--- config.mk ---
export PLATFORM = sky130hd
export DESIGN_NAME = register_bank_mp
export DESIGN_NICKNAME = d
export VERILOG_FILES = /design/src/rtl/regbank_pkg.sv /design/src/rtl/regbank_rdport.sv /design/src/rtl/register_bank_mp.sv
export SDC_FILE = /design/constraint.sdc
export NUM_CORES = 2
export LEC_CHECK = 0
export BUFFER_PORTS_ARGS = -buffer_cell sky130_fd_sc_hd__clkbuf_2
export CORE_AREA = 3 3 366 512
export DETAILED_ROUTE_END_ITERATION = 12
export DIE_AREA = 0 0 369 515
export GPL_TIMING_DRIVEN = 1
export HOLD_SLACK_MARGIN = 0.05
export PLACE_DENSITY = 0.71
export SKIP_CTS_REPAIR_TIMING = 1
export SLEW_MARGIN = 25
export SYNTH_ARGS = -nofsm -noshare
export SYNTH_HDL_FRONTEND = slang
export SYNTH_HIERARCHICAL = 1
export SYNTH_SLANG_ARGS = --single-unit
--- constraint.sdc ---
create_clock -name clk -period 4.9 [get_ports clk]
set_input_delay 0 -clock clk [delete_from_list [all_inputs] [get_ports clk]]
set_output_delay 0 -clock clk [all_outputs]
set_load 0.005 [all_outputs]
--- src/rtl/regbank_pkg.sv ---
`default_nettype none
// ============================================================================
// Module   : regbank_pkg
// Purpose  : Shared types and default sizing for the multi-port register bank.
// Revision : 1.0 - initial release
// ============================================================================
package regbank_pkg;

  localparam int DEF_DEPTH = 32;
  localparam int DEF_BITS  = 64;
  localparam int DEF_NREAD = 2;

  // Sweep controller states
  typedef enum logic [0:0] {
    CLEAR = 1'b0,
    READY = 1'b1
  } state_e;

endpackage : regbank_pkg
`default_nettype wire

--- src/rtl/regbank_rdport.sv ---
`default_nettype none
// ============================================================================
// Module   : regbank_rdport
// Purpose  : One registered read port: zero while clearing, optional
//            write-to-read forwarding, otherwise the addressed array entry.
// Revision : 1.0 - initial release
// ============================================================================
module regbank_rdport
  import regbank_pkg::*;
#(
  parameter int BITS = DEF_BITS
) (
  input  logic            clk,
  input  logic            rst_n,
  input  logic            clear_i,
  input  logic [BITS-1:0] arr_data_i,
  input  logic            byp_hit_i,
  input  logic [BITS-1:0] byp_data_i,
  output logic [BITS-1:0] rdata_o
);

  logic [BITS-1:0] rdata_q;
  logic [BITS-1:0] rdata_d;

  // Select what the port captures this cycle; clearing has priority
  always_comb begin
    rdata_d = arr_data_i;
    if (clear_i) begin
      rdata_d = '0;
    end else if (byp_hit_i) begin
      rdata_d = byp_data_i;
    end
  end

  // Read data register, forced to zero by reset
  always_ff @(posedge clk or negedge rst_n) begin
    if (!rst_n) begin
      rdata_q <= '0;
    end else begin
      rdata_q <= rdata_d;
    end
  end

  assign rdata_o = rdata_q;

endmodule : regbank_rdport
`default_nettype wire

--- src/rtl/register_bank_mp.sv ---
`default_nettype none
// ============================================================================
// Module   : register_bank_mp
// Purpose  : DEPTH x BITS register bank, one write port, NREAD registered
//            read ports, zeroed by a DEPTH-cycle sweep after reset or clr.
//            Define REGBANK_BYPASS_EN to forward same-cycle writes to reads.
// Revision : 1.0 - initial release
// ============================================================================
module register_bank_mp
  import regbank_pkg::*;
#(
  parameter int DEPTH    = DEF_DEPTH,
  parameter int BITS     = DEF_BITS,
  parameter int NREAD    = DEF_NREAD,
  parameter int ZERO_REG = 1
) (
  input  logic                            clk,
  input  logic                            rst_n,
  input  logic [NREAD*$clog2(DEPTH)-1:0]  raddr,
  output logic [NREAD*BITS-1:0]           rdata,
  input  logic [$clog2(DEPTH)-1:0]        waddr,
  input  logic [BITS-1:0]                 wdata,
  input  logic                            wen,
  input  logic                            clr,
  output logic                            ready
);

  localparam int AW = $clog2(DEPTH);

  state_e          state_q, state_d;
  logic [AW-1:0]   cnt_q, cnt_d;
  logic [BITS-1:0] mem_q [DEPTH];
  logic            w_in_clear;
  logic            w_wr_en;

  assign w_in_clear = (state_q == CLEAR);
  assign ready      = (state_q == READY);

  // A write lands only when ready, not overridden by clr, and not to a
  // hardwired-zero register 0
  assign w_wr_en = !w_in_clear && wen && !clr &&
                   !((ZERO_REG != 0) && (waddr == '0));

  // Next-state logic: sweep runs DEPTH cycles, clr (re)starts it from 0
  always_comb begin
    state_d = state_q;
    cnt_d   = cnt_q;
    unique case (state_q)
      READY: begin
        if (clr) begin
          state_d = CLEAR;
          cnt_d   = '0;
        end
      end
      CLEAR: begin
        if (clr) begin
          cnt_d = '0;
        end else if (cnt_q == AW'(DEPTH - 1)) begin
          state_d = READY;
          cnt_d   = '0;
        end else begin
          cnt_d = cnt_q + 1'b1;
        end
      end
    endcase
  end

  // State and sweep counter; reset always restarts a full sweep
  always_ff @(posedge clk or negedge rst_n) begin
    if (!rst_n) begin
      state_q <= CLEAR;
      cnt_q   <= '0;
    end else begin
      state_q <= state_d;
      cnt_q   <= cnt_d;
    end
  end

  // Array storage: not reset, zeroed one entry per cycle by the sweep
  always_ff @(posedge clk) begin
    if (w_in_clear) begin
      mem_q[cnt_q] <= '0;
    end else if (w_wr_en) begin
      mem_q[waddr] <= wdata;
    end
  end

  for (genvar p = 0; p < NREAD; p++) begin : g_rdport
    logic [AW-1:0]   w_raddr;
    logic [BITS-1:0] w_arr;
    logic            w_hit;

    assign w_raddr = raddr[p*AW +: AW];
    assign w_arr   = ((ZERO_REG != 0) && (w_raddr == '0)) ? '0 : mem_q[w_raddr];
`ifdef REGBANK_BYPASS_EN
    assign w_hit   = w_wr_en && (w_raddr == waddr);
`else
    assign w_hit   = 1'b0;
`endif

    regbank_rdport #(
      .BITS (BITS)
    ) u_rdport (
      .clk        (clk),
      .rst_n      (rst_n),
      .clear_i    (w_in_clear),
      .arr_data_i (w_arr),
      .byp_hit_i  (w_hit),
      .byp_data_i (wdata),
      .rdata_o    (rdata[p*BITS +: BITS])
    );
  end

endmodule : register_bank_mp
`default_nettype wire
# == Yosys cells after proc, flatten, opt, wreduce, memory -nomap -nowiden ==
# Memories as Yosys holds them, arrays and structs flattened.
# Index checks and enable logic that the tools add are counted.
# word_totals
regBits,134
ram_bits,2048
inputBits,83
output_inout_bits,129
elab_cells,37
memories,1
# classes
n_addsub,1
n_eq_ne,2
n_mux,19
n_bitwise,1
reduce_logical,9
# memory_table
name,words,width,rd,rd_clocked_by_memory_dff,write_ports,line_no,text
mem_q,32,64,2,0,1,register_bank_mp.sv:32,logic [BITS-1:0] mem_q [DEPTH];
# op_table
operator,count
$mux W64,5
$reduce_or A64 Y1,1
$mux W5,4
$logic_not A5 Y1,3
$pmux W5 S2,1
$mux W1,8
$add A5 B1 Y5 const B,1
$eq A5 B5 Y1 const B,1
$logic_and A1 B1 Y1,3
$logic_not A1 Y1,2
$ne A2 B2 Y1 const B,1
$pmux W1 S2,1
$not A1 Y1,1

# == Depth between registers and ports, before layout ==
# depth
word_depth,8
mapped_depth,12
depth_no_buf,7

# == Hierarchy ==
# Netlist, hierarchy kept.
# by_module_without_submodules
module,instances,cells_each,area_per_inst_um2,seq_area_each_um2
register_bank_mp,1,5027,95258.9,61649.1
regbank_rdport,2,206,2611.3,1601.5

# == Least setup slack after synthesis ==
# No wires, ideal clock.
# synth_path
path_kind,reg-to-reg
start,reg state_q (netlist: ready)
end,mem mem_q[12][0] in the netlist's numbering (enable)
setup_time_ns,0.486
t_arrival_ns,3.933
required_time_ns,4.414
setup_slack_ns,0.481
stages_incl_launch_ff,6
path_buffers,1
synth_period_minus_slack_ns,4.419
path_cell_list,dfrtp_1 -> nand3b_1 -> a21oi_1 -> clkbuf_1 -> o32a_1 -> nor2_1
# synth_via
elab_chain_cells,8
elab_cells_between_ends,10
cone_classes,mux (6); reduce/logical (4)
# synth_rtl
item,line_no,text
"start, declared",register_bank_mp.sv:30,"state_e state_q, state_d;"
"start signal, assigned",register_bank_mp.sv:74,state_q <= state_d;
$logic_and A1 B1 Y1 (3 in a row),register_bank_mp.sv:41,assign w_wr_en = !w_in_clear && wen && !clr &&
$mux W1,register_bank_mp.sv:83,end else if (w_wr_en) begin
$mux W1,register_bank_mp.sv:81,if (w_in_clear) begin
$mux W1 (not written as such),register_bank_mp.sv:84,mem_q[waddr] <= wdata;
$reduce_or A64 Y1 (no line),--,
$mux W5 (no line) / $mux W1 (equally long branches),--,
"end, declared",register_bank_mp.sv:32,
# Several ways; a longest one is shown, not always the timed one.

# == Final worst setup path ==
# layout_path
start,reg state_q (netlist: ready)
end,mem mem_q[23][43] in the netlist's numbering (enable)
# Same word-level chain as after synthesis.

==> results.txt <==
----------------------------------------------------
[Run status]
  Run status ... completed

[Worst setup path]
  Setup slack of the most critical reg-to-reg path ... 1370 ps
  Arrival time at the worst endpoint ... around 4000 ps
  Startpoint of the most critical register-to-register path ... ready
  Maximum fanout along the worst path ... a little under 50
  Worst EP required ... 5370 ps
  Worst setup EP type ... flop
  Critical path type ... flop to flop
  Worst Reg2Reg Path Length in Cells ... 6
  Startpoint kind of the worst setup timing path ... flop
  RR Endpoint ... mem_q[23][43]
  Start point of the critical path ... ready

[Job]
  Maximum Capacitance Violations ... 0

[Finish]
  Multi-input logic area ... roughly 0.034 mm^2
  FF/Latch Area ... between 0.06 and 0.07 mm^2
  Layout Utilization ... 0.611
  Share of final-layout standard cells stronger than drive strength 1 ... 0.296
  Final layout net count ... 5725
  Final instance area ... approximately 0.11 mm^2
  Fill cell instance count of the final layout ... approximately 13000
  Signed area change from the synthesized netlist to the final layout ... 11.5%

[Timing]
  Final number of hold-violating endpoints ... 0
  Final critical path time including I/O delays and setup ... 3530 ps
  Unrepaired setup endpoints after global routing ... false
  Fin. max-slew vios ... 0
  Max Fclk ... between 200 and 300 MHz
  Transition time at the pin with the least slew margin ... around 1100 ps
  Portion of the clock cycle consumed by the worst path in the final layout ... 0.721
  Final setup vio count ... 0
  Setup skew after layout ... roughly 32 ps
  Max-slew headroom ... 0.250
  Setup total negative slack ... 0 ps

[Yosys]
  Yosys Warn Count ... 6
  Count of mapped cells out of synthesis ... roughly 5400
  Cell types with the largest area share after synthesis ... sky130_fd_sc_hd__edfxtp_1 (61%), sky130_fd_sc_hd__mux4_2 (20%), sky130_fd_sc_hd__mux2i_1 (4.6%)
  Number of different library cells in the post-synthesis netlist ... 55
  Synth async-reset ratio ... 0.0614
  Average cell area after synthesis ... roughly 18 um^2
  Post-Syn Area ... 0.100 mm^2
  FF+latch count, synth ... about 2200
  Cell type with the largest total area after synthesis ... sky130_fd_sc_hd__edfxtp_1
  Sequential area share after synthesis ... 0.645
  Area share of the largest cell type after synthesis ... 0.612
  Most used DFF post-synth ... sky130_fd_sc_hd__edfxtp_1
  EDFF count, synth ... about 2000

[Placed design]
  Number of input and output port buffers inserted ... between 200 and 250
  DPL Wire Length ... between 150000 and 200000 um
  Gpl congestion ... slightly above 0.8
  Cell area after placement ... 0.105 mm^2

[Drt]
  Detailed-route DRC error count ... 0
  Per-cell via count in the routed design ... 7.15
  Routed length per instance ... about 36 um
  Violation count after the first detailed-route iteration ... approximately 7800
  DRT Wirelength ... between 200000 and 300000 um
  Vias ... 59006
  Detail Route Antenna Nets ... 0
  Drt first pass iters ... 6

[Power and ir drop]
  Peak ir drop on the vdd network ... approximately 0.32 mV
  P_leak ... just over 0.04 uW
  P per Cell Area ... between 300 and 400 mW/mm^2

[Floorplan]
  Cell Rows ... around 190
  Top-level port count ... between 200 and 250
  Effective utilization at floorplan ... 0.548
  Die Area ... between 0.15 and 0.2 mm^2
  Core Area ... 0.183 mm^2
  Die outline width ... about 370 um
  Y dimension of the die ... just over 500 um

[Clock network]
  Master cell of the clock root buffer ... sky130_fd_sc_hd__clkbuf_16
  Count of clock tree sinks ... 2182
  Inserted Clock Buffers ... 200
  Insertion delay to the later sink of the worst-skew pair ... 850 ps
  Maximum buffer depth of the clock tree ... 3
  H-Tree Level Count ... 4
  Clock tree from TritonCTS ... done
  Clock slew at reported path FFs ... roughly 70 ps

[Min path]
  Hold path start ... wdata[3]
  Min-Delay Path Depth ... 2
  Terminating pin of the worst hold path ... mem_q[24][3]
  Hold Path Class ... input pin to flop

[Global routing]
  Largest net degree at the start of global routing ... 118
  All-Layer GR Usage ... 0.317
  Global-route wire length before repair ... roughly 430000 um
  Congestion Overflow GR ... 0
  Initial antenna violation count ... 11
  Vias in the first global route ... around 61000

----------------------------------------------------
==> worst max-delay path, cell delays in order (launching register included) <==
cell	delay (ps)
sky130_fd_sc_hd__dfrtp_1	660
sky130_fd_sc_hd__nand3b_1	340
sky130_fd_sc_hd__or3_1	410
sky130_fd_sc_hd__o31ai_1	100
sky130_fd_sc_hd__nand2_1	320
sky130_fd_sc_hd__nor2_4	700
sky130_fd_sc_hd__buf_12	530
==> per-layer routing <==
metal / GRT usage / routed length, um
met1: 0.417 / 104000
met2: 0.513 / 146000
met3: 0.0698 / 33900
met4: 0.140 / 15400
met5: 0 / 57
==> stage by stage <==
stage | worst slack [ps] | power (uW) | cells | hold WS [ps]
floorplan | 481 | 22500 | 5440 | -296
global placement | 1470 | 23400 | 7837 | 42.2
detailed placement | 1400 | 23400 | 7840 | 45.0
CTS | 1390 | 39300 | 8211 | -880
global route | 1230 | 40300 | 8254 | 50.9
finish | 1370 | 39300 | 8256 | 2.90
==> flip-flops by register name, indices dropped and copies added (netlist names) <==
name                       count
ready                          1
mem_q                       2048
cnt_q                          5
g_rdport.u_rdport/rdata_o    128
==> how the worst max path moves through the flow <==
| stage | endpoint | slack (ps) | cells past startpoint |
|---|---|---|---|
| 4_1_cts | mem_q[15][42] | 1390 | 4 |
| 6_report | mem_q[23][43] | 1370 | 6 |
| 3_5_place_dp | mem_q[2][42] | 1400 | 4 |
| 3_3_place_gp | mem_q[23][38] | 1470 | 7 |
| 5_1_grt | mem_q[21][22] | 1230 | 6 |
| 2_1_floorplan | mem_q[12][0] | 480 | 5 |
==> kinds of logic (layout without fill, tap and decap cells) <==
family                     Yosys count  in the layout  share of synthesized area
AOI/OAI and AO/OA                  612            612                     0.0397
adders and majority gates            2              2                   0.000249
buffers and inverters              446            815                     0.0244
DFF                               2182           2182                      0.645
muxes                             1403           1403                      0.253
other                                1              5                  0.0000373
and+or+nand+nor                    793            793                     0.0371
==> where the power goes <==
part / switching [uW] / internal, uW
combinational: 1700 / 1050
sequential: 73.2 / 20300
clock: 6950 / 9210
==> cell type report <==
cell class | instances | share of cell area
diodes | 3 | 0.0000670
clock buffers | 265 | 0.0504
clock inverters | 106 | 0.0101
inverters | 7 | 0.000290
multi-input cells | 2812 | 0.300
flip-flops and latches | 2182 | 0.579
well taps | 2444 | 0.0273
repair buffers | 437 | 0.0333
==> placed cells by master (no fill, tap or decap), types with 56 or more instances in the layout <==
cell type	Yosys	final
sky130_fd_sc_hd__buf_4	46	126
sky130_fd_sc_hd__a22oi_1	120	120
sky130_fd_sc_hd__buf_12	3	58
sky130_fd_sc_hd__clkbuf_16	0	210
sky130_fd_sc_hd__o22ai_1	64	64
sky130_fd_sc_hd__nor2_1	232	198
sky130_fd_sc_hd__mux2i_1	464	464
sky130_fd_sc_hd__edfxtp_1	2048	2048
sky130_fd_sc_hd__o21ai_0	59	58
sky130_fd_sc_hd__mux4_2	907	907
sky130_fd_sc_hd__a21oi_1	148	144
sky130_fd_sc_hd__nand3_1	155	155
sky130_fd_sc_hd__dfrtp_1	134	134
sky130_fd_sc_hd__nand2_1	210	210
sky130_fd_sc_hd__nand3b_1	56	56
sky130_fd_sc_hd__clkbuf_2	2	200
==> Yosys cell counts, drive strengths merged, types with 56 or more instances <==
| library cell | n |
|---|---|
| a22oi | 120 |
| o21ai | 102 |
| dfrtp | 134 |
| nand2 | 210 |
| and2 | 65 |
| clkbuf | 187 |
| mux4 | 907 |
| edfxtp | 2048 |
| nand3 | 155 |
| a21oi | 148 |
| nor2 | 232 |
| nand3b | 56 |
| o22ai | 64 |
| mux2i | 464 |
| buf | 252 |
No activity file was read; power rests on OpenSTA's default activity.
